<file path="src/rtl/light_display_scan.sv">
// Multiplexed 4-digit common-anode display driver for two traffic-light roads.
// Inputs are snapshotted once per frame; yellow blinks and illegal light codes show dashes.
module light_display_scan #(
  parameter int unsigned SCAN_DIV     = 50000,
  parameter int unsigned BLINK_FRAMES = 125
) (
  input  logic       clk,
  input  logic       rst,
  input  logic [2:0] light_a,
  input  logic [3:0] tens_a,
  input  logic [3:0] ones_a,
  input  logic [2:0] light_b,
  input  logic [3:0] tens_b,
  input  logic [3:0] ones_b,
  output logic [6:0] seg,
  output logic [3:0] dig_en,
  output logic [2:0] led_a,
  output logic [2:0] led_b,
  output logic       frame_tick
);

  localparam int unsigned PW = (SCAN_DIV > 1) ? $clog2(SCAN_DIV) : 1;
  localparam int unsigned BW = (BLINK_FRAMES > 1) ? $clog2(BLINK_FRAMES) : 1;
  localparam logic [PW-1:0] PcntMax  = PW'(SCAN_DIV - 1);
  localparam logic [BW-1:0] BlinkMax = BW'(BLINK_FRAMES - 1);
  localparam logic [6:0] SegDash  = 7'h3F;
  localparam logic [6:0] SegBlank = 7'h7F;

  // Active-low gfedcba pattern for one 4-bit value.
  function automatic logic [6:0] seg_decode(input logic [3:0] v);
    logic [6:0] s;
    case (v)
      4'd0:    s = 7'h40;
      4'd1:    s = 7'h79;
      4'd2:    s = 7'h24;
      4'd3:    s = 7'h30;
      4'd4:    s = 7'h19;
      4'd5:    s = 7'h12;
      4'd6:    s = 7'h02;
      4'd7:    s = 7'h78;
      4'd8:    s = 7'h00;
      4'd9:    s = 7'h10;
      4'd15:   s = SegBlank;
      default: s = SegDash;
    endcase
    return s;
  endfunction

  function automatic logic light_ok(input logic [2:0] l);
    return (l == 3'b001) || (l == 3'b010) || (l == 3'b100);
  endfunction

  // Lamp outputs {red,yellow,green}; a faulty code blinks red.
  function automatic logic [2:0] lamp_drive(input logic [2:0] l, input logic phase);
    logic [2:0] r;
    case (l)
      3'b001:  r = 3'b001;
      3'b100:  r = 3'b100;
      3'b010:  r = {1'b0, phase, 1'b0};
      default: r = {phase, 2'b00};
    endcase
    return r;
  endfunction

  // Scan state
  logic [PW-1:0] pcnt_q, pcnt_d;
  logic [1:0]    slot_q, slot_d;
  logic [BW-1:0] blink_cnt_q, blink_cnt_d;
  logic          blink_phase_q, blink_phase_d;

  // Frame snapshot
  logic [2:0] snap_light_a_q, snap_light_a_d;
  logic [3:0] snap_tens_a_q, snap_tens_a_d;
  logic [3:0] snap_ones_a_q, snap_ones_a_d;
  logic [2:0] snap_light_b_q, snap_light_b_d;
  logic [3:0] snap_tens_b_q, snap_tens_b_d;
  logic [3:0] snap_ones_b_q, snap_ones_b_d;

  // Registered outputs
  logic [6:0] seg_q, seg_d;
  logic [3:0] dig_en_q, dig_en_d;
  logic [2:0] led_a_q, led_a_d;
  logic [2:0] led_b_q, led_b_d;
  logic       frame_tick_q, frame_tick_d;

  logic       slot_end;
  logic       frame_end;
  logic [3:0] cur_val;
  logic       cur_is_tens;
  logic       cur_fault;

  always_comb begin
    slot_end  = (pcnt_q == PcntMax);
    frame_end = slot_end && (slot_q == 2'd3);

    pcnt_d = slot_end ? '0 : pcnt_q + PW'(1);
    slot_d = slot_end ? slot_q + 2'd1 : slot_q;

    snap_light_a_d = snap_light_a_q;
    snap_tens_a_d  = snap_tens_a_q;
    snap_ones_a_d  = snap_ones_a_q;
    snap_light_b_d = snap_light_b_q;
    snap_tens_b_d  = snap_tens_b_q;
    snap_ones_b_d  = snap_ones_b_q;
    blink_cnt_d    = blink_cnt_q;
    blink_phase_d  = blink_phase_q;

    if (frame_end) begin
      snap_light_a_d = light_a;
      snap_tens_a_d  = tens_a;
      snap_ones_a_d  = ones_a;
      snap_light_b_d = light_b;
      snap_tens_b_d  = tens_b;
      snap_ones_b_d  = ones_b;
      // Counted at frame end so the phase changes together with the snapshot.
      if (blink_cnt_q == BlinkMax) begin
        blink_cnt_d   = '0;
        blink_phase_d = ~blink_phase_q;
      end else begin
        blink_cnt_d = blink_cnt_q + BW'(1);
      end
    end
    frame_tick_d = frame_end;

    // Outputs are built from next-state so they line up with the slot they describe.
    cur_val     = 4'hF;
    cur_is_tens = 1'b0;
    cur_fault   = 1'b0;
    case (slot_d)
      2'd0: begin
        cur_val     = snap_tens_a_d;
        cur_is_tens = 1'b1;
        cur_fault   = !light_ok(snap_light_a_d);
      end
      2'd1: begin
        cur_val   = snap_ones_a_d;
        cur_fault = !light_ok(snap_light_a_d);
      end
      2'd2: begin
        cur_val     = snap_tens_b_d;
        cur_is_tens = 1'b1;
        cur_fault   = !light_ok(snap_light_b_d);
      end
      default: begin
        cur_val   = snap_ones_b_d;
        cur_fault = !light_ok(snap_light_b_d);
      end
    endcase

    if (cur_fault) begin
      seg_d = SegDash;
    end else if (cur_is_tens && (cur_val == 4'd0)) begin
      seg_d = SegBlank;
    end else begin
      seg_d = seg_decode(cur_val);
    end

    // First cycle of each slot keeps all digits dark to suppress ghosting.
    if (pcnt_d == '0) begin
      dig_en_d = 4'hF;
    end else begin
      dig_en_d = ~(4'b0001 << slot_d);
    end

    led_a_d = lamp_drive(snap_light_a_d, blink_phase_d);
    led_b_d = lamp_drive(snap_light_b_d, blink_phase_d);
  end

  always_ff @(posedge clk) begin
    if (!rst) begin
      pcnt_q         <= '0;
      slot_q         <= 2'd0;
      blink_cnt_q    <= '0;
      blink_phase_q  <= 1'b0;
      snap_light_a_q <= 3'b000;
      snap_tens_a_q  <= 4'hF;
      snap_ones_a_q  <= 4'hF;
      snap_light_b_q <= 3'b000;
      snap_tens_b_q  <= 4'hF;
      snap_ones_b_q  <= 4'hF;
      seg_q          <= SegBlank;
      dig_en_q       <= 4'hF;
      led_a_q        <= 3'b000;
      led_b_q        <= 3'b000;
      frame_tick_q   <= 1'b0;
    end else begin
      pcnt_q         <= pcnt_d;
      slot_q         <= slot_d;
      blink_cnt_q    <= blink_cnt_d;
      blink_phase_q  <= blink_phase_d;
      snap_light_a_q <= snap_light_a_d;
      snap_tens_a_q  <= snap_tens_a_d;
      snap_ones_a_q  <= snap_ones_a_d;
      snap_light_b_q <= snap_light_b_d;
      snap_tens_b_q  <= snap_tens_b_d;
      snap_ones_b_q  <= snap_ones_b_d;
      seg_q          <= seg_d;
      dig_en_q       <= dig_en_d;
      led_a_q        <= led_a_d;
      led_b_q        <= led_b_d;
      frame_tick_q   <= frame_tick_d;
    end
  end

  assign seg        = seg_q;
  assign dig_en     = dig_en_q;
  assign led_a      = led_a_q;
  assign led_b      = led_b_q;
  assign frame_tick = frame_tick_q;

endmodule

</file>
<file path="config.mk">
export PLATFORM = sky130hd
export DESIGN_NAME = light_display_scan
export DESIGN_NICKNAME = d
export VERILOG_FILES = /design/src/rtl/light_display_scan.sv
export SDC_FILE = /design/constraint.sdc
export NUM_CORES = 1
export LEC_CHECK = 0
export CAP_MARGIN = 15
export CORE_UTILIZATION = 35
export DETAILED_ROUTE_END_ITERATION = 7
export GPL_ROUTABILITY_DRIVEN = 1
export GPL_TIMING_DRIVEN = 0
export PLACE_DENSITY = 0.56
export SLEW_MARGIN = 30
export SYNTH_ARGS = -nofsm -noshare
export SYNTH_HDL_FRONTEND = slang
export SYNTH_SLANG_ARGS = --single-unit
</file>
<file path="constraint.sdc">
create_clock -name clk -period 5.8 [get_ports clk]
set_clock_uncertainty 0.05 [all_clocks]
set_input_delay 1.74 -clock clk [delete_from_list [all_inputs] [get_ports clk]]
set_output_delay 1.74 -clock clk [all_outputs]
set_load 0.05 [all_outputs]
</file>
* Yosys cells after proc, flatten, opt, wreduce, memory -nomap -nowiden *
Memory sizes are Yosys's and may differ from the RTL's.
Cells that the tools add are included.

word-level totals
  register bits after elaboration = 66
  bits in latches = 0
  RAM bits = 0
  ROM bits = 112
  logic and storage cells = 68
  memories kept = 1

cells by class
  add/sub/neg operators = 3
  multipliers = 0
  div/mod/pow operators = 0
  $lt $le $gt $ge = 0
  equality and inequality tests = 11
  shift operators = 1
  multiplexer cells = 18
  bitwise operators = 3
  reductions and logical operators = 15

memories
  memory            words  width  rd ports  clocked after Yosys merged registers in  write ports  RTL line  source
  (name not given)  16     7      1         0                                        0            32        case (v)

operator list
  operator                 count
  $mux W7                  3
  $pmux W3 S3              2
  $add A16 B1 Y16 const B  1
  $eq A16 B16 Y1 const B   1
  $logic_not A16 Y1        1
  $mux W16                 1
  $mux W4                  4
  $pmux W4 S3              1
  $add A7 B1 Y7 const B    1
  $eq A7 B7 Y1 const B     1
  $eq A3 B1 Y1 const B     2
  $eq A3 B2 Y1 const B     2
  $eq A3 B3 Y1 const B     2
  $mux W3                  2
  $reduce_or A2 Y1         3
  $eq A2 B2 Y1 const B     2
  $logic_not A4 Y1         1
  $logic_or A1 B1 Y1       4
  $mux W1                  4
  $not A4 Y4               1
  $shl A1 B2 Y4 const A    1
  $reduce_or A3 Y1         1
  $add A2 B1 Y2 const B    1
  $eq A2 B1 Y1 const B     1
  other kinds (5)          8

* Logic depth before layout (Yosys ltp) *
  word-level depth = 9
  mapped depth = 14

* Worst setup path before layout *
OpenSTA, ideal clock, no wires.

  kind = input -> register
  start = input port tens_b[0]
  end = register seg_q[0] (netlist: seg[0])
  library setup time = 0.134 ns
  arrival time = 3.264 ns
  required time = 5.616 ns
  slack = 2.351 ns
  stages on the path = 9
  cell sequence = mux2i_1 > a21o_2 > o32a_1 > a22oi_2 > inv_1 > ha_1 > and2_1 > a211oi_2 > a31oi_1

between the ends
  word-level cells in the longest chain between the ends = 5
  elaborated cells between the ends (all ways) = 6

RTL lines
  item                                                                    RTL line  source
  from (decl)                                                             13        input logic [3:0] tens_b,
  $mux W4 (*)                                                             108       if (frame_end) begin
  $pmux W4 S3 (*)                                                         129       case (slot_d)
  parallel branches: the longest is 3 deep, another holds $mem_v2 Z16 W7  n/a
  to (signal assigned)                                                    181       seg_q <= SegBlank;
  to (signal assigned)                                                    197       seg_q <= seg_d;
  to (decl)                                                               80        logic [6:0] seg_q, seg_d;

Every way passes the cells marked *.
A chain may end at the register's enable or synchronous reset.

* Worst setup path after layout *
Same ends and word-level chain as after synthesis.

==> metrics.csv <==
stage,metric,value,unit
setup_path,cp_max_fo,4,
cts,cts_tree,done,
synthesis,post_synth.cell_area_avg,8.48,um^2
timing,setup_slack,1.98,ns
placement,dp_slack,1.62,ns
cts,clockBufferDepth,2,
synthesis,ys_seq_elements,66,
placement,dp_hpwl,6240,um
min_path,min_path_type,reg -> reg,
power_and_ir_drop,powerDensity,231,mW/mm^2
finish,drive_gt1_share,10.8,%
synthesis,synthTopCellsByCount,"66 x dfxtp_1, 47 x nand2_1, 39 x nor2_1, 20 x nand3_1, 18 x xor2_1",
setup_path,criticalPathCategory,in -> reg,
power_and_ir_drop,fin_total_pwr,0.984,mW
global_route,grt_usage,17.5,%
global_route,antenna_found_initial,0,
synthesis,yosys_warnings,0,
power_and_ir_drop,p_leak,1.73,nW
finish,multi_input_area,0.00198,mm^2
cts,clk_pin_slew_worst_paths,0.07,ns
synthesis,synth_nets,439,
timing,setup_viol,0,
synthesis,synth.most_common_cell,dfxtp_1,
placement,gp_congestion,0.829,
routing,drt_iter0_drc,159,
cts,cts_buffers,9,
timing,whs,0.434,ns
cts,cts-resized-gates,0,
cts,hold_buffers,0,
routing,wl,8480,um
floorplanning,rows,35,
synthesis,synth_ff_type,dfxtp_1,
cts,cts_sinks,66,
global_route,grt_overflow_total,0,
placement,io_buffers,41,
synthesis,async_flop_share,0,%
placement,dpl.cell_count,576,
routing,remaining_drc_errors,0,
synthesis,synth_area_leaders,"dfxtp_1 38%, nand2_1 5.1%, mux2i_1 4.7%, xor2_1 4.6%, nor2_1 4.3%",
finish,fin_cells,592,
synthesis,syn_inst,406,
setup_path,worstPathRequired,5.97,ns
floorplanning,ios,42,
timing,max_freq,0.262,GHz
global_route,grt_max_degree,14,
synthesis,synth_top_cell_area_share,38.4,%
power_and_ir_drop,vdd_drop_max,0.103,mV
finish,seq_area,0.00132,mm^2
floorplanning,die_h,101,um
cts,clk_latency,0.35,ns
synthesis,syn_area,0.00344,mm^2
timing,slew-limit-headroom,51.1,%
cts,htree_levels,3,
timing,hold_viol,0,
timing,tightest_slew,0.727,ns
synthesis,synth_top_cell_by_area,dfxtp_1,
routing,dr.pass1.iters,4,
floorplanning,dieArea,0.0102,mm^2
timing,post-route-period-util,65.9,%
routing,ant_nets,0,
finish,fillers,977,
flow_run,max_cap_viol_count,0,
setup_path,crit_path_end_kind,flop,
timing,drv_slew,0,
timing,rsz0062_at_grt,no,
finish,nNetsFinal,491,
timing,final.setup.tns,0,ns
floorplanning,core,0.00937,mm^2
routing,vias,3044,
timing,min_period,3.82,ns
cts,cts-root-buf,clkbuf_8,
floorplanning,dieWidth,101,um
floorplanning,start_util,36.7,%
finish,area_growth,24.0,%
global_route,grt_pass1_vias,2738,
setup_path,cp-start-kind,input port,
routing,vias_per_cell,5.14,
synthesis,ys_seq_area_share,38.4,%
global_route,grt_pass1_wl,13700,um
finish,n_antenna_cell,0,
setup_path,cp.arrival,4.00,ns
synthesis,yosysUniqueCellTypes,58,
routing,wl_per_cell,14.3,um
synthesis,synth_edf_count,0,
run_status,status,completed,
cts,cts_post_setup_buffers_inserted,0,
==> logic make-up (layout without fill, tap and decap cells) <==
kind of cell / count (synthesis) / in the layout / synth area share [%]
adder cells (fa/ha/maj): 9 / 9 / 3.27
XOR/XNOR: 25 / 25 / 6.36
buffers and inverters: 36 / 93 / 4.29
multiplexers: 21 / 21 / 6.29
flip-flops: 66 / 66 / 38.4
AO/OA/AOI/OAI: 70 / 70 / 14.5
AND/OR/NAND/NOR: 179 / 179 / 26.9
==> path summary, 6_finish.rpt <==
check             cells after the start          endpoint  slack [ns]        startpoint
setup / recovery                     10            seg[0]        1.98         tens_b[0]
setup reg to reg                     12            seg[0]        2.09         slot_q[0]
hold / removal                        2  snap_tens_b_q[2]        0.43  snap_tens_b_q[2]
hold reg to reg                       2  snap_tens_b_q[2]        0.43  snap_tens_b_q[2]
==> critical path, cell delays in order <==
cell and delay (ns):
clkdlybuf4s50_1 0.47, mux2i_1 0.08, a21o_2 0.24, o32a_1 0.29
a22oi_2 0.24, inv_1 0.13, ha_1 0.21, and2_1 0.18
a211oi_2 0.29, a31oi_1 0.13
==> flip-flops by register name, indices dropped and copies added, names as in the netlist, 2 cells and up <==
| register | flops |
|---|---|
| snap_tens_a_q | 4 |
| blink_cnt_q | 7 |
| dig_en | 4 |
| led_b | 3 |
| snap_ones_a_q | 4 |
| led_a | 3 |
| snap_ones_b_q | 4 |
| seg | 7 |
| snap_light_a_q | 3 |
| pcnt_q | 16 |
| slot_q | 2 |
| snap_tens_b_q | 4 |
| snap_light_b_q | 3 |
==> placed cells by master (no fill, tap or decap), types with 11 or more instances in the layout <==
master / netlist / routed
xor2_1: 18 / 18
dfxtp_1: 66 / 66
mux2i_1: 16 / 16
clkbuf_1: 11 / 11
inv_1: 13 / 13
o21ai_0: 14 / 14
nor2_1: 39 / 39
clkdlybuf4s50_1: 0 / 41
nand2_1: 47 / 47
nand3_1: 20 / 20
nor3_1: 14 / 14
==> cell type report <==
| class | count | share of cell area [%] |
|---|---|---|
| repair buffers | 41 | 9.62 |
| clock buffers | 9 | 2.90 |
| inverters | 13 | 1.14 |
| multi-input cells | 304 | 46.4 |
| clock inverters | 7 | 2.90 |
| flip-flops and latches | 66 | 31.0 |
| plain buffers | 23 | 2.32 |
| well taps | 129 | 3.78 |
==> layer usage <==
layer / track usage (%) / wire (um)
met1: 23.6 / 4240
met3: 3.86 / 267
met4: 6.69 / 97
met5: 0 / 0
met2: 27.4 / 3870
==> report_power, final <==
group	switching [mW]	internal (mW)	total, mW
clock network	0.192	0.289	0.481
registers	0.00180	0.456	0.457
logic	0.0231	0.0225	0.0456
==> through the flow <==
stage	utilization [%]	instance area, um^2
global route	45.5	4270
CTS	45.5	4260
global placement	42.8	4010
finish	45.5	4270
floorplan	-	3440
detailed placement	42.8	4010
No activity file was read; power rests on OpenSTA's default activity.
